[config.mk]
export PLATFORM = sky130hd
export DESIGN_NAME = dds_tone_gen
export DESIGN_NICKNAME = d
export VERILOG_FILES = /design/src/rtl/dds_tone_gen.sv
export SDC_FILE = /design/constraint.sdc
export NUM_CORES = 1
export LEC_CHECK = 0
export CAP_MARGIN = 20
export CORE_MARGIN = 1
export CORE_UTILIZATION = 45
export CTS_CLUSTER_SIZE = 40
export DETAILED_ROUTE_END_ITERATION = 8
export MAX_ROUTING_LAYER = met4
export PLACE_DENSITY_LB_ADDON = 0.05
export RECOVER_POWER = 100
export SETUP_SLACK_MARGIN = 0.02
export SKIP_LAST_GASP = 1
export SLEW_MARGIN = 25
export SYNTH_ARGS = -nofsm -noshare
export SYNTH_HDL_FRONTEND = slang
export SYNTH_SLANG_ARGS = --single-unit
[constraint.sdc]
create_clock -name CLK_100 -period 6.3 [get_ports CLK_100]
set_input_delay 0.945 -clock CLK_100 [delete_from_list [all_inputs] [get_ports CLK_100]]
set_output_delay 0.945 -clock CLK_100 [all_outputs]
set_load 0.02 [all_outputs]
[src/rtl/dds_tone_gen.sv]
// DDS tone source: phase accumulator, quarter-wave sine ROM,
// amplitude scaling and offset-binary output, one sample per DAC frame.
module dds_tone_gen #(
    parameter int PHASE_W = 32,
    parameter int LUT_AW  = 8,
    parameter int OUT_W   = 16
) (
    input  logic               CLK_100,
    input  logic               RESET_N,
    input  logic               ENABLE,
    input  logic [PHASE_W-1:0] FTW,
    input  logic               FTW_LOAD,
    input  logic [7:0]         AMP,
    input  logic               TR_CK,
    output logic [OUT_W-1:0]   DATA16,
    output logic               SAMPLE_STB
);

    localparam int LUT_N = 1 << LUT_AW;

    // Sample taken mid-step so the quarter wave never hits exactly 0 or full scale.
    function automatic logic [14:0] qsin(input int k);
        real x;
        x = 32767.0 * $sin(2.0 * 3.14159265358979 * (real'(k) + 0.5)
                           / real'(4 * LUT_N));
        return 15'($rtoi(x + 0.5));
    endfunction

    logic [14:0] rom [LUT_N];

    for (genvar k = 0; k < LUT_N; k++) begin : g_rom
        localparam logic [14:0] VAL = qsin(k);
        assign rom[k] = VAL;
    end

    logic               tr_q;
    logic               tick;
    logic [PHASE_W-1:0] phase_acc;
    logic [PHASE_W-1:0] ftw_act;
    logic [PHASE_W-1:0] ftw_pend;
    logic               pend_valid;
    logic               v1, v2, v3, v4;
    logic [LUT_AW-1:0]  addr2;
    logic [LUT_AW-1:0]  idx;
    logic [1:0]         quad;
    logic               neg2, neg3, neg4;
    logic               en2, en3, en4;
    logic [14:0]        mag3;
    logic [14:0]        scaled4;
    logic [22:0]        prod;

    assign tick = TR_CK & ~tr_q;
    assign quad = phase_acc[PHASE_W-1 -: 2];
    assign idx  = phase_acc[PHASE_W-3 -: LUT_AW];
    assign prod = 23'(mag3) * 23'({1'b0, AMP} + 9'd1);

    always_ff @(posedge CLK_100 or negedge RESET_N) begin
        if (!RESET_N) begin
            tr_q       <= 1'b0;
            phase_acc  <= '0;
            ftw_act    <= '0;
            ftw_pend   <= '0;
            pend_valid <= 1'b0;
            v1         <= 1'b0;
        end else begin
            tr_q <= TR_CK;
            v1   <= tick;
            if (tick) begin
                phase_acc <= ENABLE ? phase_acc + ftw_act : '0;
                if (pend_valid) begin
                    ftw_act <= ftw_pend;
                end
            end
            // A load coinciding with a tick stays pending for the next tick.
            if (FTW_LOAD) begin
                ftw_pend   <= FTW;
                pend_valid <= 1'b1;
            end else if (tick) begin
                pend_valid <= 1'b0;
            end
        end
    end

    always_ff @(posedge CLK_100 or negedge RESET_N) begin
        if (!RESET_N) begin
            v2      <= 1'b0;
            v3      <= 1'b0;
            v4      <= 1'b0;
            addr2   <= '0;
            neg2    <= 1'b0;
            neg3    <= 1'b0;
            neg4    <= 1'b0;
            en2     <= 1'b0;
            en3     <= 1'b0;
            en4     <= 1'b0;
            mag3    <= '0;
            scaled4 <= '0;
        end else begin
            v2      <= v1;
            v3      <= v2;
            v4      <= v3;
            addr2   <= quad[0] ? ~idx : idx;
            neg2    <= quad[1];
            en2     <= ENABLE;
            mag3    <= rom[addr2];
            neg3    <= neg2;
            en3     <= en2;
            scaled4 <= 15'(prod >> 8);
            neg4    <= neg3;
            en4     <= en3;
        end
    end

    always_ff @(posedge CLK_100 or negedge RESET_N) begin
        if (!RESET_N) begin
            DATA16     <= 16'h8000;
            SAMPLE_STB <= 1'b0;
        end else begin
            SAMPLE_STB <= v4;
            if (v4) begin
                if (!en4) begin
                    DATA16 <= 16'h8000;
                end else if (neg4) begin
                    DATA16 <= 16'h8000 - {1'b0, scaled4};
                end else begin
                    DATA16 <= 16'h8000 + {1'b0, scaled4};
                end
            end
        end
    end

endmodule

==> impl_metrics.yaml <==
grt:
  grt_antenna_before_repair: 1
  grt.overflow.total: 0
  grt.total_usage_pct: 26.83
  grt_max_degree: 89
  grt_pass1_vias: 13380
  grt_pass1_wl_mm: 73.09
detailed_routing:
  wl_mm: 44.82
  first_pass_iters: 6
  viasPerCell: 5.966
  routedWlPerCell_um: 20.02
  vias: 13360
  ant_nets: 0
  drtIter0Drc: 1322
  drcViolationCount: 0
timing:
  min_period_ps: 5971
  fin_ws_ps: 329.4
  tightest_slew_ps: 4171
  fin_crit_sh_pct: 94.77
  grt_setup_unrepaired: "no"
  fmax_mhz: 167.5
  skew_ps: 13.71
  setup_viol: 0
  hold_slack_ps: 349.5
  drv_slew: 269
  final_hold_viol_count: 0
  relSlewSlack_pct: -178.1
clock_network:
  tritoncts: "built"
  numCtsBuffers: 17
  clk_pin_slew_ps: 70
  htreeDepth: 4
  cts-root-buf: "clkbuf_16"
  postCtsSetupRepairBufs: 0
  clkSinkCount: 163
  clock_tree.buffer_depth: 2
  clk_latency_ps: 430
  cts_resized: 0
  holdBufCountCts: 0
setup_path:
  cp-start-kind: "primary input"
  critical-path-slowest-cell: "clkdlybuf4s50_1"
  arrival_ps: 6280
  critPathKind: "in -> reg"
  critPathRequiredTime_ps: 6610
  path_max_fanout: 12
  end_kind: "register"
  crit_top_cell: "fa_1"
  critPathMaxStageDelay_ps: 550
  path_cells: "clkdlybuf4s50_1 > ha_1 > nand3_1 > xor2_1 > buf_4 > nor2b_1 > fa_1 > fa_1 > inv_1 > fa_1 > inv_1 > fa_1 > ha_1 > a211oi_1 > o41ai_1 > a31o_1 > and2_0 > o21a_2 > nor3_1 > o21bai_1 > xor2_1"
status:
  violations: "max-capacitance violations, max-slew violations"
  status: "finished with violations"
place:
  numPortBuffers: 61
  dp_hpwl_mm: 32.71
  gp_congestion: 0.9717
  dp.cells: 2206
  post-place-ws_ps: -45.87
floorplan:
  ios: 62
  initial_utilization_pct: 46.14
  coreArea_um2: 33780
  rows: 67
  dieArea_um2: 35390
  die_x_um: 188.1
  die_y_um: 188.1
logic_synthesis:
  syn_inst: 1779
  synth_top_area_cell: "dfrtp_1"
  yosys_warnings: 0
  synth_top_area_share_pct: 26.01
  ys_top_cells_by_area: "dfrtp_1 (26%), fa_1 (12%), ha_1 (7.0%)"
  syn_avg_cell_area_um2: 8.763
  ys_seq_area_share_pct: 26.17
  synth.net_count: 2002
  ys_ff_latch: 163
  ys.flop_type: "dfrtp_1"
  synthDistinctLibCells: 90
  netlist_area_um2: 15590
  synth_edf_count: 0
  synthArstFlopShare_pct: 100.0
finish:
  synthToLayoutAreaGrowth_pct: 9.599
  final_cell_mix: "dfrtp_1 (159), nand2_1 (152), a21oi_1 (142)"
  layout-drive-gt1-share_pct: 9.330
  fill_cells: 3239
  final_common_cell: "dfrtp_1"
  nets: 2000
  instances_no_fill: 2239
job:
  maxCapViolations: 5
worst_hold_path:
  hp-class: "reg -> reg"
[through the flow]
step | setup TNS [ps] | cell area [um2] | util (%)
after floorplan | 0 | 15590 | -
after global placement | 0 | 16520 | 48.89
after detailed placement | -147.0 | 16520 | 48.89
after CTS | 0 | 17140 | 50.73
after global routing | 0 | 17090 | 50.57
final | 0 | 17090 | 50.57
[path summary, 6_finish.rpt]
kind / from / endpoint / slack, ps / cells past startpoint
worst max-delay path: AMP[0] / scaled4[7] / 330 / 21
worst min-delay path: neg3 / neg4 / 350 / 0
worst max register to register: addr2[2] / mag3[8] / 390 / 7
worst min register to register: neg3 / neg4 / 350 / 0
max in group asynchronous: RESET_N / addr2[3] / 1520 / 2
min in group asynchronous: RESET_N / mag3[1] / 1970 / 1
[layout make-up]
cell class              count  area (um2)  area share [%]
diodes                      1       2.502         0.01465
clock buffers              18       439.2           2.570
clock inverters            14       182.7           1.069
inverters                 142       533.0           3.120
multi-input cells        1357       10440           61.09
flip-flops and latches    163        4086           23.92
well taps                 448       560.5           3.281
repair buffers             96       843.3           4.936
[cell families (layout without fill, tap and decap cells)]
family	count (synthesis)	after routing	share of synthesized area (%)
muxes	85	85	7.103
AOI/OAI and AO/OA	494	494	20.69
other	0	1	0
DFF	163	163	26.17
adders and majority gates	178	178	18.67
xor gates and xnor gates	70	70	3.933
buffers and inverters	259	270	6.734
and+or+nand+nor	530	530	16.69
[sequential cells by signal, summed over array words and instances (netlist names), 8 cells and up]
register / count
scaled4: 15
DATA16: 16
ftw_act: 32
mag3: 15
addr2: 8
ftw_pend: 32
phase_acc: 32
[cells in the mapped netlist (5+ instances only)]
library cell	n
o31ai_1	11
mux2i_1	6
clkbuf_1	54
nor2_1	109
a31oi_1	24
a311oi_1	10
nand2b_1	53
a211oi_1	19
inv_1	137
and3_1	13
and2_1	23
a21oi_1	142
mux2_2	64
buf_1	16
o21a_1	5
a311o_1	6
o311a_1	5
buf_2	41
nand2_1	152
nand3_1	46
nor2b_1	76
o21ai_0	81
mux4_2	14
buf_4	5
dfrtp_1	162
xor2_1	37
o21ai_1	31
o211ai_1	20
o21bai_1	9
a22o_1	26
a21o_1	16
fa_1	91
ha_1	87
o22ai_1	24
xnor2_1	33
nor3_1	24
[critical path, delay by kind of cell]
kind	cells	cell delay [ps]
adders and majority gates	6	2470
AOI/OAI and AO/OA	5	1090
buffers and inverters	4	870
and+or+nand+nor	4	580
xor gates and xnor gates	2	320
[metal layers]
metal  track usage, %  up-vias  wire length, um
li1                 -     6218                -
met1            36.19     6550            20320
met2            40.58      485            20250
met3            3.968      105             2676
met4            10.38        0             1571
met5                -        -                0
Power is not shown: default switching activity piles up to over one toggle a cycle in this logic, so the estimate is an artifact.
